==> src/rtl/pulse_stretch_pkg.sv <==
// Shared definitions for the pulse stretcher: lane state encoding and the
// counter-width helper used to size each lane's period counter.
package pulse_stretch_pkg;

  typedef enum logic [1:0] {
    IDLE = 2'd0,
    HIGH = 2'd1,
    GAP  = 2'd2
  } lane_state_t;

  // Smallest width that holds max(hold, gap) - 1; never narrower than one bit.
  function automatic int cnt_width(input int hold, input int gap);
    int max_load;
    max_load = ((hold > gap) ? hold : gap) - 1;
    return (max_load < 1) ? 1 : $clog2(max_load + 1);
  endfunction

endpackage

==> src/rtl/pulse_stretch_lane.sv <==
// One lane of the stretcher: turns single-cycle requests into fixed-width
// high pulses separated by a forced low gap, remembering one extra request.
module pulse_stretch_lane
  import pulse_stretch_pkg::*;
#(
  parameter int HOLD_CYCLES = 4,
  parameter int GAP_CYCLES  = 2
) (
  input  logic clk,
  input  logic reset,
  input  logic req,
  output logic out,
  output logic busy
);

  localparam int CW = cnt_width(HOLD_CYCLES, GAP_CYCLES);
  localparam logic [CW-1:0] HOLD_LOAD = CW'(HOLD_CYCLES - 1);
  localparam logic [CW-1:0] GAP_LOAD  = CW'(GAP_CYCLES - 1);

  lane_state_t   state;
  logic [CW-1:0] cnt;
  logic          pending;

  // NOTE: every register here, outputs included, is cleared by the async
  // reset so out/busy drop immediately without waiting for a clock edge.
  always_ff @(posedge clk or posedge reset) begin
    if (reset) begin
      state   <= IDLE;
      cnt     <= '0;
      pending <= 1'b0;
      out     <= 1'b0;
      busy    <= 1'b0;
    end else begin
      // NOTE: non-blocking assignments only, so every branch reads the
      // pre-edge values of state/cnt/pending.
      case (state)
        IDLE: begin
          if (req) begin
            state <= HIGH;
            cnt   <= HOLD_LOAD;
            out   <= 1'b1;
            busy  <= 1'b1;
          end
        end

        HIGH: begin
          if (req) pending <= 1'b1;
          if (cnt == '0) begin
            state <= GAP;
            cnt   <= GAP_LOAD;
            out   <= 1'b0;
          end else begin
            cnt <= cnt - CW'(1);
          end
        end

        GAP: begin
          if (cnt == '0) begin
            // A request on the exit edge is consumed directly, not queued.
            if (pending || req) begin
              state   <= HIGH;
              cnt     <= HOLD_LOAD;
              pending <= 1'b0;
              out     <= 1'b1;
            end else begin
              state <= IDLE;
              busy  <= 1'b0;
            end
          end else begin
            cnt <= cnt - CW'(1);
            if (req) pending <= 1'b1;
          end
        end

        default: begin
          state   <= IDLE;
          cnt     <= '0;
          pending <= 1'b0;
          out     <= 1'b0;
          busy    <= 1'b0;
        end
      endcase
    end
  end

endmodule

==> src/rtl/pulse_stretch.sv <==
// Multi-lane pulse stretcher: data_width independent lanes, each stretching
// its request bit into HOLD_CYCLES-wide pulses with a GAP_CYCLES low gap.
module pulse_stretch #(
  parameter int data_width  = 8,
  parameter int HOLD_CYCLES = 4,
  parameter int GAP_CYCLES  = 2
) (
  input  logic                  clk,
  input  logic                  reset,
  input  logic [data_width-1:0] data_in,
  output logic [data_width-1:0] data_out,
  output logic [data_width-1:0] busy
);

  for (genvar i = 0; i < data_width; i++) begin : g_lane
    pulse_stretch_lane #(
      .HOLD_CYCLES(HOLD_CYCLES),
      .GAP_CYCLES (GAP_CYCLES)
    ) u_lane (
      .clk  (clk),
      .reset(reset),
      .req  (data_in[i]),
      .out  (data_out[i]),
      .busy (busy[i])
    );
  end

endmodule

==> config.mk <==
export PLATFORM = sky130hd
export DESIGN_NAME = pulse_stretch
export DESIGN_NICKNAME = d
export VERILOG_FILES = /design/src/rtl/pulse_stretch_pkg.sv /design/src/rtl/pulse_stretch_lane.sv /design/src/rtl/pulse_stretch.sv
export SDC_FILE = /design/constraint.sdc
export NUM_CORES = 1
export LEC_CHECK = 0
export CAP_MARGIN = 0
export CORE_ASPECT_RATIO = 1.4
export CORE_MARGIN = 2
export CORE_UTILIZATION = 45
export CTS_CLUSTER_DIAMETER = 100
export DETAILED_ROUTE_END_ITERATION = 10
export HOLD_SLACK_MARGIN = 0.08
export PLACE_DENSITY = 0.68
export SYNTH_ARGS = -nofsm -noshare
export SYNTH_HDL_FRONTEND = slang
export SYNTH_SLANG_ARGS = --single-unit
export TNS_END_PERCENT = 10
==> constraint.sdc <==
create_clock -name clk -period 1.8 [get_ports clk]
set_input_delay 0.36 -clock clk [delete_from_list [all_inputs] [get_ports clk]]
set_output_delay 0.36 -clock clk [all_outputs]
set_load 0.005 [all_outputs]
==> run metrics <==
Num CTS Buffers 5; initial antenna violation count 0; class of the worst hold path in2async; RSZ-0062 raised after global routing no; Max-Cap Viols 0; setup bufs post-CTS 0; Root Driver clkbuf_16; total gr overflow 0; ant diodes 0; Worst setup SP type flip-flop; drt via density 5.40; drt pass-1 iters 4; Area contributors post-synth dfrtp_1 36%, ha_1 18%, a21oi_1 8.7%; Tcrit/Tclk final 0.952; hold buffer count at CTS 0; flops & latches, synth 56; Tightest Pin Transition 0.343 ns; crit path max fanout 6; Post-synth top flop dfrtp_1; DP Worst Slack 0.0413 ns; Chip Height 114 um; CTS tree built; cell area power density 1830 mW/mm^2; NumNets Final 531; Slew Viols, Final 0; Fmax achieved 584 MHz; DP HPWL 5450 um; Post-Synthesis Cells 444; die width 82.7 um; Post-synth EDFFs 0; synth warn 0; vias in the first global route 3061; WP data arrival 1.89 ns; Hold Vio Cnt, Final 0; PortBufs 25; Final Non-Filler Cells 571; CTS Buffer Depth 2; layout cells sized above 1 0.0794; share of Yosys cell area claimed by the top area cell type 0.359; CP delay by family, top compound AO/OA/AOI/OAI gates; Initial Utilization 0.459; largest net degree at the start of global routing 57; Placer Congestion 0.824; die area 0.00945 sq mm; clk_lat worst skew 0.30 ns; Max-slew headroom 0.768; setup TNS 0 ns; Min Hold Slack 0.430 ns; placed insts 563; CP Class reg2reg; VDD IR-drop max 0.000763 V; Power Total 8.12 mW; Syn-to-layout area delta 13.4%; WP buf/inv 1; # IOs 26; skew final 0.00581 ns; ys async rst share 1.00; critical path's most frequent cell nor2_1; Setup WS post-layout 0.0867 ns; most area-hungry cell type in the Yosys netlist dfrtp_1; core area 0.00851 sq mm; 1st-iter DRT viols 206; setup violators final 0; CP max stage delay 0.42 ns; Syn Area/Cell 8.80 sq um; Netlist cell types 35; Total GRT Usage 0.164; syn nets 510; Worst Setup End Kind flip-flop; Vias 3085; Row Count 40; Critical Path RT 1.98 ns; synthesized area 0.00391 sq mm; status complete, no violations; antenna-violating nets left 0; register clock-pin slew on the reported worst setup and hold paths 0.07 ns; CTS sink cnt 56; sequential share of the synthesized area 0.359; critical path cell sequence inv_1, ha_1, nor2_1, nor2_1, o22ai_1, a221o_1; DRC 0; mean routed wirelength per cell 13.0 um; Post-Route WL 7410 um; minimum clock period 1.71 ns; Pleak 2.11 nW; cell type of the slowest stage on the worst timing path dfrtp_1; CTS H-tree lvls 2; first-pass GRT wire length 12400 um
cells by family (layout without fill, tap and decap cells):
| kind of cell | Yosys count | after routing | share of synthesized area |
|---|---|---|---|
| flip-flops | 56 | 56 | 0.359 |
| multiplexers | 16 | 16 | 0.0439 |
| AND/OR/NAND/NOR | 80 | 80 | 0.0922 |
| buffers and inverters | 91 | 113 | 0.103 |
| AO/OA/AOI/OAI | 145 | 145 | 0.223 |
| adder cells (fa/ha/maj) | 56 | 56 | 0.179 |
power by group:
| part | total (mW) | switching (mW) | internal [mW] |
|---|---|---|---|
| Clock | 1.11 | 0.456 | 0.656 |
| Sequential | 2.37 | 0.479 | 1.89 |
| Combinational | 4.64 | 2.47 | 2.17 |
worst reg2reg max path, stage by stage (launching register included):
cell and delay [ns]:
dfrtp_1 0.42, inv_1 0.14, ha_1 0.23, nor2_1 0.06, nor2_1 0.28, o22ai_1 0.15
a221o_1 0.31
stage by stage:
step                      instance area [sq um]   util
after floorplan                            3910      -
after global placement                     4250  0.500
after detailed placement                   4250  0.500
after CTS                                  4420  0.519
after global routing                       4430  0.521
final                                      4430  0.521
path summary, 6_finish.rpt:
kind | start | to | slack [ns] | cells after the start
max | g_lane[7].u_lane.state[0] | g_lane[7].u_lane.state[0] | 0.09 | 6
min | reset | g_lane[5].u_lane.cnt[0] | 0.43 | 3
max reg2reg | g_lane[7].u_lane.state[0] | g_lane[7].u_lane.state[0] | 0.09 | 6
min reg2reg | g_lane[5].u_lane.out | g_lane[5].u_lane.out | 0.51 | 2
max in group asynchronous | reset | g_lane[7].u_lane.state[0] | 1.12 | 3
min in group clk | g_lane[5].u_lane.out | g_lane[5].u_lane.out | 0.51 | 2
cells in the final DEF (no fill, tap or decap), types with 7 or more instances in the layout:
cell             count
ha_1                54
dfrtp_1             56
buf_4               13
nand2b_1            13
mux2i_1              7
a21oi_1             68
a31oi_1             11
clkdlybuf4s50_1     25
inv_1               64
o21bai_1             7
o21ai_0             17
o22ai_1              9
mux2_2               9
nand2_1             11
nor2_1              43
layer usage:
layer,vias up,wire [um],track usage
met5,-,0,0
met4,0,136,0.0689
met3,11,192,0.0292
met2,43,4000,0.308
met1,1482,3080,0.174
li1,1549,-,-
state kept, by name (all words and copies together) (netlist names):
signal / cells
g_lane.u_lane.busy: 8
g_lane.u_lane.cnt: 16
g_lane.u_lane.out: 8
g_lane.u_lane.pending: 8
g_lane.u_lane.state: 16
cell usage after synthesis, types with 2 or more instances:
cell type and instances:
nor2b_1 4, o32a_1 2, a31oi_1 11, buf_4 16
or4_1 2, a211o_1 2, ha_1 56, o22ai_1 10
o21bai_1 7, nor2_1 44, o211ai_1 3, o31ai_1 4
clkbuf_1 9, a22oi_1 3, nor3_1 4, o21ai_0 17
mux2i_1 7, nand2b_1 13, a21o_1 2, a211oi_1 3
o41ai_1 3, dfrtp_1 56, a221oi_1 2, nand2_1 11
o21a_1 3, inv_1 65, a41oi_1 2, mux2_2 9
a21oi_1 68
layout make-up:
| type | instances | area, sq um |
|---|---|---|
| clock inverter | 2 | 35.0 |
| tap | 105 | 131 |
| timing repair buffer | 39 | 368 |
| sequential | 56 | 1400 |
| inverter | 66 | 248 |
| multi-input combinational | 297 | 2120 |
| fill | 780 | 4080 |
| clock buffer | 6 | 129 |
timing repair:
| item | 4_1_cts | 5_1_grt |
|---|---|---|
| resized for setup | 0 | 4 |
| endpoints found under the hold margin | 0 | 0 |
| setup endpoints to repair | 0 | 3 |
(Power assumes the default switching activity.)
